**src/rtl/ioctl_download_router_if.sv**
```systemverilog
// Download stream from hps_io (master side) and the routed, word-packed memory writes
// produced by ioctl_download_router (slave side).
interface ioctl_download_router_if #(
    parameter int TARGETS = 4,
    parameter int ADDR_W  = 17,
    parameter int DATA_W  = 16
);
    localparam int BYTES = DATA_W / 8;

    logic                ioctl_download;
    logic                ioctl_wr;
    logic [24:0]         ioctl_addr;
    logic [7:0]          ioctl_dout;
    logic [7:0]          ioctl_index;

    logic [ADDR_W-1:0]   dn_addr;
    logic [DATA_W-1:0]   dn_data;
    logic [BYTES-1:0]    dn_be;
    logic [TARGETS-1:0]  dn_wr;
    logic                dn_busy;
    logic                core_reset_hold;
    logic [TARGETS-1:0]  dn_done;
    logic                dn_err;

    modport master (
        output ioctl_download, ioctl_wr, ioctl_addr, ioctl_dout, ioctl_index,
        input  dn_addr, dn_data, dn_be, dn_wr, dn_busy, core_reset_hold, dn_done, dn_err
    );

    modport slave (
        input  ioctl_download, ioctl_wr, ioctl_addr, ioctl_dout, ioctl_index,
        output dn_addr, dn_data, dn_be, dn_wr, dn_busy, core_reset_hold, dn_done, dn_err
    );
endinterface

```
**src/rtl/ioctl_download_router.sv**
```systemverilog
// Routes the hps_io byte stream to one of TARGETS regions, packs bytes into DATA_W words
// and sequences the core reset hold and per-target done pulse around each download.
module ioctl_download_router #(
    parameter int TARGETS    = 4,
    parameter int ADDR_W     = 17,
    parameter int DATA_W     = 16,
    parameter int RESET_HOLD = 16
) (
    input  logic                    clk_sys,
    input  logic                    reset,
    ioctl_download_router_if.slave  bus
);
    localparam int BYTES   = DATA_W / 8;
    localparam int LANE_W  = $clog2(BYTES);
    localparam int LANE_IW = (LANE_W > 0) ? LANE_W : 1;
    localparam int IDX_W   = (TARGETS > 1) ? $clog2(TARGETS) : 1;
    localparam int CNT_W   = $clog2(RESET_HOLD + 1);

    typedef enum logic [2:0] {IDLE, LOAD, FLUSH, HOLD, SKIP} state_t;

    state_t              state, state_nxt;
    logic [IDX_W-1:0]    idx, idx_nxt;
    logic [CNT_W-1:0]    cnt, cnt_nxt;
    logic                err_nxt;
    logic                download_q;

    logic [DATA_W-1:0]   buf_data, buf_data_nxt;
    logic [BYTES-1:0]    buf_mask, buf_mask_nxt;
    logic [ADDR_W-1:0]   buf_addr, buf_addr_nxt;

    logic                emit;
    logic [ADDR_W-1:0]   emit_addr;
    logic [DATA_W-1:0]   emit_data;
    logic [BYTES-1:0]    emit_be;

    logic                rise, idx_ok, in_range;
    logic [IDX_W-1:0]    new_idx;
    logic [LANE_IW-1:0]  lane;
    logic [ADDR_W-1:0]   wr_addr;
    logic [DATA_W-1:0]   lane_word, lane_field, merged;
    logic [BYTES-1:0]    lane_bit;
    logic [TARGETS-1:0]  onehot;

    assign rise       = bus.ioctl_download && !download_q;
    assign idx_ok     = int'(bus.ioctl_index) < TARGETS;
    assign new_idx    = IDX_W'(bus.ioctl_index);
    assign in_range   = (bus.ioctl_addr >> (ADDR_W + LANE_W)) == '0;
    assign lane       = bus.ioctl_addr[LANE_IW-1:0] & LANE_IW'(BYTES - 1);
    assign wr_addr    = ADDR_W'(bus.ioctl_addr >> LANE_W);
    assign lane_word  = DATA_W'(bus.ioctl_dout) << (8 * lane);
    assign lane_field = DATA_W'(8'hFF) << (8 * lane);
    assign merged     = (buf_data & ~lane_field) | lane_word;
    assign lane_bit   = BYTES'(1) << lane;
    assign onehot     = TARGETS'(1) << idx;

    assign bus.dn_busy         = (state == LOAD) || (state == FLUSH);
    assign bus.core_reset_hold = (state == LOAD) || (state == FLUSH) || (state == HOLD);
    assign bus.dn_done         = (state == HOLD && cnt == CNT_W'(1)) ? onehot : '0;

    always_comb begin
        // NOTE: every signal written here gets a default first, so no branch can infer a latch.
        state_nxt    = state;
        idx_nxt      = idx;
        cnt_nxt      = cnt;
        err_nxt      = bus.dn_err;
        buf_data_nxt = buf_data;
        buf_mask_nxt = buf_mask;
        buf_addr_nxt = buf_addr;
        emit         = 1'b0;
        emit_addr    = buf_addr;
        emit_data    = buf_data;
        emit_be      = buf_mask;

        unique case (state)
            IDLE: begin
                if (rise && idx_ok) begin
                    state_nxt = LOAD;
                    idx_nxt   = new_idx;
                    err_nxt   = 1'b0;
                end else if (bus.ioctl_download) begin
                    state_nxt = SKIP;
                end
            end
            LOAD: begin
                if (bus.ioctl_wr) begin
                    if (!in_range) begin
                        err_nxt = 1'b1;
                    end else if (buf_mask != '0 && (wr_addr != buf_addr || buf_mask[BYTES-1])) begin
                        // Buffered word belongs elsewhere (or is already complete): it goes out
                        // now and the new byte opens a fresh buffer, emitted on a later cycle.
                        emit         = 1'b1;
                        buf_data_nxt = lane_word;
                        buf_mask_nxt = lane_bit;
                        buf_addr_nxt = wr_addr;
                    end else if (lane == LANE_IW'(BYTES - 1)) begin
                        emit         = 1'b1;
                        emit_addr    = wr_addr;
                        emit_data    = merged;
                        emit_be      = buf_mask | lane_bit;
                        buf_data_nxt = '0;
                        buf_mask_nxt = '0;
                    end else begin
                        buf_data_nxt = merged;
                        buf_mask_nxt = buf_mask | lane_bit;
                        buf_addr_nxt = wr_addr;
                    end
                end else if (!bus.ioctl_download || buf_mask[BYTES-1]) begin
                    emit         = buf_mask != '0;
                    buf_data_nxt = '0;
                    buf_mask_nxt = '0;
                    if (!bus.ioctl_download) state_nxt = FLUSH;
                end
            end
            FLUSH: begin
                state_nxt = HOLD;
                cnt_nxt   = CNT_W'(RESET_HOLD);
            end
            HOLD: begin
                if (rise) begin
                    if (idx_ok) begin
                        state_nxt = LOAD;
                        idx_nxt   = new_idx;
                        err_nxt   = 1'b0;
                    end else begin
                        state_nxt = SKIP;
                    end
                end else if (cnt == CNT_W'(1)) begin
                    state_nxt = IDLE;
                end else begin
                    cnt_nxt = cnt - 1'b1;
                end
            end
            SKIP: if (!bus.ioctl_download) state_nxt = IDLE;
            default: state_nxt = IDLE;
        endcase
    end

    // NOTE: the edge detector keeps sampling through reset, so a download still high at
    // release is seen as level (not a rise) and the partial stream is skipped.
    always_ff @(posedge clk_sys) download_q <= bus.ioctl_download;

    always_ff @(posedge clk_sys) begin
        if (reset) begin
            state       <= IDLE;
            idx         <= '0;
            cnt         <= '0;
            buf_data    <= '0;
            buf_mask    <= '0;
            buf_addr    <= '0;
            bus.dn_wr   <= '0;
            bus.dn_addr <= '0;
            bus.dn_data <= '0;
            bus.dn_be   <= '0;
            bus.dn_err  <= 1'b0;
        end else begin
            state      <= state_nxt;
            idx        <= idx_nxt;
            cnt        <= cnt_nxt;
            buf_data   <= buf_data_nxt;
            buf_mask   <= buf_mask_nxt;
            buf_addr   <= buf_addr_nxt;
            bus.dn_err <= err_nxt;
            bus.dn_wr  <= emit ? onehot : '0;
            if (emit) begin
                bus.dn_addr <= emit_addr;
                bus.dn_data <= emit_data;
                bus.dn_be   <= emit_be;
            end
        end
    end
endmodule

```
**src/flat_wrapper.sv**
```systemverilog
// flat-port wrapper written by rule: the top's interface ports become plain ports
module ioctl_download_router_flat 
#(
    parameter int TARGETS    = 4,
    parameter int ADDR_W     = 17,
    parameter int DATA_W     = 16,
    parameter int RESET_HOLD = 16
)
  (clk_sys, reset, bus_ioctl_download, bus_ioctl_wr, bus_ioctl_addr, bus_ioctl_dout, bus_ioctl_index, bus_dn_addr, bus_dn_data, bus_dn_be, bus_dn_wr, bus_dn_busy, bus_core_reset_hold, bus_dn_done, bus_dn_err);
  ioctl_download_router_if #(.TARGETS(TARGETS), .ADDR_W(ADDR_W), .DATA_W(DATA_W)) bus_i ();
  input  logic clk_sys;
  input  logic reset;
  input wire logic [$bits(bus_i.ioctl_download)-1:0] bus_ioctl_download;
  input wire logic [$bits(bus_i.ioctl_wr)-1:0] bus_ioctl_wr;
  input wire logic [$bits(bus_i.ioctl_addr)-1:0] bus_ioctl_addr;
  input wire logic [$bits(bus_i.ioctl_dout)-1:0] bus_ioctl_dout;
  input wire logic [$bits(bus_i.ioctl_index)-1:0] bus_ioctl_index;
  output wire logic [$bits(bus_i.dn_addr)-1:0] bus_dn_addr;
  output wire logic [$bits(bus_i.dn_data)-1:0] bus_dn_data;
  output wire logic [$bits(bus_i.dn_be)-1:0] bus_dn_be;
  output wire logic [$bits(bus_i.dn_wr)-1:0] bus_dn_wr;
  output wire logic [$bits(bus_i.dn_busy)-1:0] bus_dn_busy;
  output wire logic [$bits(bus_i.core_reset_hold)-1:0] bus_core_reset_hold;
  output wire logic [$bits(bus_i.dn_done)-1:0] bus_dn_done;
  output wire logic [$bits(bus_i.dn_err)-1:0] bus_dn_err;
  assign bus_i.ioctl_download = bus_ioctl_download;
  assign bus_i.ioctl_wr = bus_ioctl_wr;
  assign bus_i.ioctl_addr = bus_ioctl_addr;
  assign bus_i.ioctl_dout = bus_ioctl_dout;
  assign bus_i.ioctl_index = bus_ioctl_index;
  assign bus_dn_addr = bus_i.dn_addr;
  assign bus_dn_data = bus_i.dn_data;
  assign bus_dn_be = bus_i.dn_be;
  assign bus_dn_wr = bus_i.dn_wr;
  assign bus_dn_busy = bus_i.dn_busy;
  assign bus_core_reset_hold = bus_i.core_reset_hold;
  assign bus_dn_done = bus_i.dn_done;
  assign bus_dn_err = bus_i.dn_err;
  ioctl_download_router #(.TARGETS(TARGETS), .ADDR_W(ADDR_W), .DATA_W(DATA_W), .RESET_HOLD(RESET_HOLD)) u_core (.clk_sys(clk_sys), .reset(reset), .bus(bus_i));
endmodule
```
**config.mk**
```make
export PLATFORM = sky130hd
export DESIGN_NAME = ioctl_download_router_flat
export DESIGN_NICKNAME = d
export VERILOG_FILES = /design/src/rtl/ioctl_download_router_if.sv /design/src/rtl/ioctl_download_router.sv /design/src/flat_wrapper.sv
export SDC_FILE = /design/constraint.sdc
export NUM_CORES = 1
export LEC_CHECK = 0
export ABC_AREA = 1
export CORE_UTILIZATION = 55
export DETAILED_ROUTE_END_ITERATION = 8
export PLACE_DENSITY = 0.93
export SLEW_MARGIN = 20
export SYNTH_ARGS = -nofsm -noshare
export SYNTH_HDL_FRONTEND = slang
export SYNTH_SLANG_ARGS = --single-unit
```
**constraint.sdc**
```tcl
create_clock -name clk_sys -period 3.87 [get_ports clk_sys]
set_input_delay 0.774 -clock clk_sys [delete_from_list [all_inputs] [get_ports clk_sys]]
set_output_delay 0.774 -clock clk_sys [all_outputs]
set_load 0.02 [all_outputs]
```
# --- Yosys cells after proc, flatten, opt, wreduce, memory -nomap -nowiden ---
# Cells that the tools add are included.
totals:
  register_bits: 86
  inputBits: 45
  out_inout_bits: 46
classes:
  add_sub_neg: 1
  order_cmp: 1
  eq_ne: 21
  n_shift: 4
  mux: 57
  bitwise_logic: 5
  reduce_logical: 24
op_table:
  columns: ["cell", "n"]
  rows:
  - ["$mux 16", 10]
  - ["$mux 17", 7]
  - ["$mux 3", 9]
  - ["$mux 2", 13]
  - ["$logic_not 25->1", 1]
  - ["$ne 17x17->1", 1]
  - ["$and 16x16->16", 1]
  - ["$ne 2x2->1 const B", 8]
  - ["$not 16->16", 1]
  - ["$or 16x16->16", 1]
  - ["$shl 8x4->16", 1]
  - ["$shl 8x4->16 const A", 1]
  - ["$pmux 3 s5", 1]
  - ["$reduce_and 6->1", 2]
  - ["$mux 1", 11]
  - ["$mux 5", 2]
  - ["$ne 2x1->1 const B", 5]
  - ["$pmux 5 s2", 1]
  - ["$lt 8x3->1 const B", 1]
  - ["$reduce_and 4->1", 2]
  - ["$reduce_bool 2->1", 4]
  - ["$eq 3x2->1 const B", 2]
  - ["$ne 3x2->1 const B", 2]
  - ["$reduce_and 3->1", 2]
  - ["other kinds (17)", 24]

# --- Longest topological paths before layout ---
depth:
  depth_word: 9
  depth_mapped: 15
  ltp_nobuf: 13

# --- Least setup slack after synthesis ---
# Ideal clock, no wire load.
synth_path:
  kind: "input-to-output"
  startpoint: "input bus_ioctl_download"
  endpoint: "output bus_dn_busy"
  arrival_ns: 1.591
  setup_slack_ns: 1.505
  path_stages: 5
  path_cell_list: "nand2_1 -> nor2_1 -> nor4_4 -> nand2_1 -> nand2_1"
synth_lines:
  columns: ["element", "line", "text"]
  rows:
  - ["from (decl)", "flat_wrapper.sv:13", "input wire logic [$bits(bus_i.ioctl_download)-1:0] bus_ioctl_download;"]
  - ["to (decl)", "flat_wrapper.sv:22", "output wire logic [$bits(bus_i.dn_busy)-1:0] bus_dn_busy;"]

==> flow_summary.toml <==
[outcome]
status = "finished, final reports clean"

[synth]
ys_dominant_reg_cell = "sky130_fd_sc_hd__dfxtp_1"
synth_largest_type_area_fraction_pct = 40.2
synthesis.instances = 653
async_reset_ff_share_pct = 0
synth_top_area_cell = "sky130_fd_sc_hd__dfxtp_1"
syn-cell-area_um2 = 4290
synth.yosys.warnings = 0
synth_seq_cells = 86
postSynthNetCount = 700
synth-edff-count = 0
netlist-cell-type-count = 39
post_synth_main_area_contributors = "sky130_fd_sc_hd__dfxtp_1 40%, sky130_fd_sc_hd__nand2_1 25%, sky130_fd_sc_hd__nor2_1 6.2%"
share_of_synthesized_area_occupied_by_flip_flops_and_latches_pct = 40.2
syn_avg_cell_area_um2 = 6.57

[worst_setup_path]
timing.setup.critical_path_class = "in -> out"
crit_path_max_fanout = 4
critical_path_startpoint_category = "input port"
required_ns = 3.10
worst_ep_arrival_time_ns = 2.54
sort_of_element_at_the_end_of_the_critical_path = "primary output"

[grt]
global_route.overflow_total = 0
grt_antenna_before_repair = 0
grt_max_degree = 35
globalRouteTotalUtil_pct = 26.1
grt_pass1_vias = 4079
grt_pass1_wl_um = 17600

[timing]
final_hold_viol_count = 0
fin_worst_skew_ns = 0.00787
timing.final.setup_violations = 0
period_share_pct = 85.6
min_cycle_time_layout_ns = 3.31
report.final.slew_viol_count = 0
worst_pin_slew_ns = 0.890
finalSetupTns_ns = 0
slew_headroom_pct = 40.6
fmax_ghz = 0.302
rsz0062_at_grt = "false"
least_setup_slack_across_all_paths_after_layout_ns = 0.559

[detailed_routing]
vias = 4350
drt-pass1-iter-count = 5
drtIter0Drc = 262
vias_per_cell = 5.18
detail_route.drc_violations = 0
routed_wire_length_per_instance_um = 12.5
drtAntennaViolNets = 0
routed_wl_um = 10500

[clock_network]
clk_latency_ns = 0.36
cts.root.buffer_cell = "sky130_fd_sc_hd__clkbuf_8"
cts.htree.levels = 3
cts_tree = "done"
ctsResizeCount = 0
cts_inserted_buffers = 9
tritoncts_num_sinks = 86
post_cts.repair.setup_buffers = 0
clock_tree.buffer_depth = 2
ctsHoldBuffers = 0
clkSlewWorstSetupHoldPaths_ns = 0.09

[pwr]
power-per-cell-area_nw_per_um2 = 353
post-layout-total-power_mw = 1.91
power.ir.vdd_worst_uv = 306
p_leak_nw = 2.36

[floorplan]
floorplan.die.height_um = 90.3
core_area_um2 = 7410
die_w_um = 90.3
fp-row-count = 31
die-area_um2 = 8150
num_io_pins = 91
initial_utilization_pct = 57.9

[finish]
syn2layout_area_growth_pct = 26.1
num-fill-cells = 583
finish.net_count = 782
finalNonFillerCells = 839
mostFrequentLayoutCell = "sky130_fd_sc_hd__nand2_1"
antenna_cells = 0
drive_gt1_share_pct = 6.22
layout.cells.most_common_list = "280 x sky130_fd_sc_hd__nand2_1, 90 x sky130_fd_sc_hd__clkdlybuf4s50_1, 86 x sky130_fd_sc_hd__dfxtp_1"

[place]
placedCellCount = 823
detailed_place_hpwl_um = 7360
gp_congestion = 0.906
detailedPlace.worstSlack_ns = 0.578
io_buffers = 90

[worst_hold_path]
worst_hold_path_class = "reg -> reg"

[flow_run]
max_cap_violations = 0
cell usage after synthesis (2+ instances only):
cell and n:
sky130_fd_sc_hd__clkinv_1 2, sky130_fd_sc_hd__o21ai_1 4, sky130_fd_sc_hd__nand2_4 2, sky130_fd_sc_hd__nand2_8 2, sky130_fd_sc_hd__o21ai_0 7, sky130_fd_sc_hd__nor3_1 9, sky130_fd_sc_hd__xnor2_1 4, sky130_fd_sc_hd__o21bai_1 3
sky130_fd_sc_hd__nor2_4 3, sky130_fd_sc_hd__a211oi_1 2, sky130_fd_sc_hd__ha_1 2, sky130_fd_sc_hd__nor2_1 71, sky130_fd_sc_hd__buf_1 2, sky130_fd_sc_hd__nand3b_1 5, sky130_fd_sc_hd__nand3_2 2, sky130_fd_sc_hd__xor2_1 3
sky130_fd_sc_hd__clkbuf_1 5, sky130_fd_sc_hd__nand2_1 280, sky130_fd_sc_hd__buf_4 7, sky130_fd_sc_hd__nand2_2 2, sky130_fd_sc_hd__nand3_1 42, sky130_fd_sc_hd__inv_2 5, sky130_fd_sc_hd__a21oi_1 31, sky130_fd_sc_hd__buf_6 2
sky130_fd_sc_hd__inv_1 49, sky130_fd_sc_hd__buf_2 9, sky130_fd_sc_hd__dfxtp_1 86
where the power goes:
part | leakage [nW] | total (mW) | internal (mW) | switching (mW)
clock | 0.0960 | 0.640 | 0.301 | 0.339
combinational | 1.57 | 0.336 | 0.142 | 0.194
sequential | 0.693 | 0.932 | 0.907 | 0.0254
total | 2.36 | 1.91 | 1.35 | 0.559
worst max-delay path, cell delays in order:
cell and delay (ns):
sky130_fd_sc_hd__clkdlybuf4s50_1 0.48, sky130_fd_sc_hd__nand2_1 0.14, sky130_fd_sc_hd__nor2_1 0.09, sky130_fd_sc_hd__nor4_4 0.23, sky130_fd_sc_hd__nand2_1 0.10, sky130_fd_sc_hd__nand2_1 0.10, sky130_fd_sc_hd__clkdlybuf4s50_1 0.61
cells by family after synthesis:
logic type	count (synthesis)	share of synthesized area, %
adders and majority gates	2	0.584
DFF	86	40.2
AOI/OAI and AO/OA	50	6.74
and+or+nand+nor	425	42.4
buffers and inverters	83	8.67
xor gates and xnor gates	7	1.43
stage by stage:
step	hold slack [ns]	utilization [%]	area (µm²)
after global routing	0.470	73.0	5410
after floorplan	0.419	-	4290
final	0.453	73.0	5410
after global placement	0.433	70.3	5210
after CTS	0.451	73.0	5410
after detailed placement	0.431	70.3	5210
area by class of cell:
type | instances | area (µm²) | area share, %
Clock buffer | 9 | 124 | 2.29
Clock inverter | 7 | 72.6 | 1.34
Inverter | 58 | 225 | 4.16
Multi-Input combinational cell | 484 | 2190 | 40.6
Sequential cell | 86 | 1720 | 31.8
Tap cell | 99 | 124 | 2.29
Timing Repair Buffer | 96 | 946 | 17.5
worst paths after layout:
kind / slack, ns / cells past startpoint / from / end
min reg2reg: 0.45 / 2 / u_core.buf_data[1] / u_core.bus.dn_data[1]
max reg2reg: 1.46 / 13 / u_core.buf_addr[11] / u_core.buf_addr[7]
max: 0.56 / 7 / bus_ioctl_download / bus_dn_busy
min: 0.45 / 2 / u_core.buf_data[1] / u_core.bus.dn_data[1]
routing by layer:
layer	up-vias	GRT usage (%)	part of all wire, %
met5	-	0	0
li1	2185	-	-
met2	167	47.0	50
met1	1973	30.5	42
met3	25	4.04	5.8
met4	0	11.7	2.0
registers in the layout, indices dropped and copies added, names as in the netlist:
register,count
u_core.buf_addr,17
u_core.bus.dn_addr,17
u_core.buf_data,16
u_core.bus.dn_data,16
u_core.cnt,5
u_core.bus.dn_wr,4
u_core.state,3
u_core.buf_mask,2
u_core.bus.dn_be,2
u_core.idx,2
u_core.bus.dn_err,1
u_core.download_q,1
(Power assumes the default switching activity.)
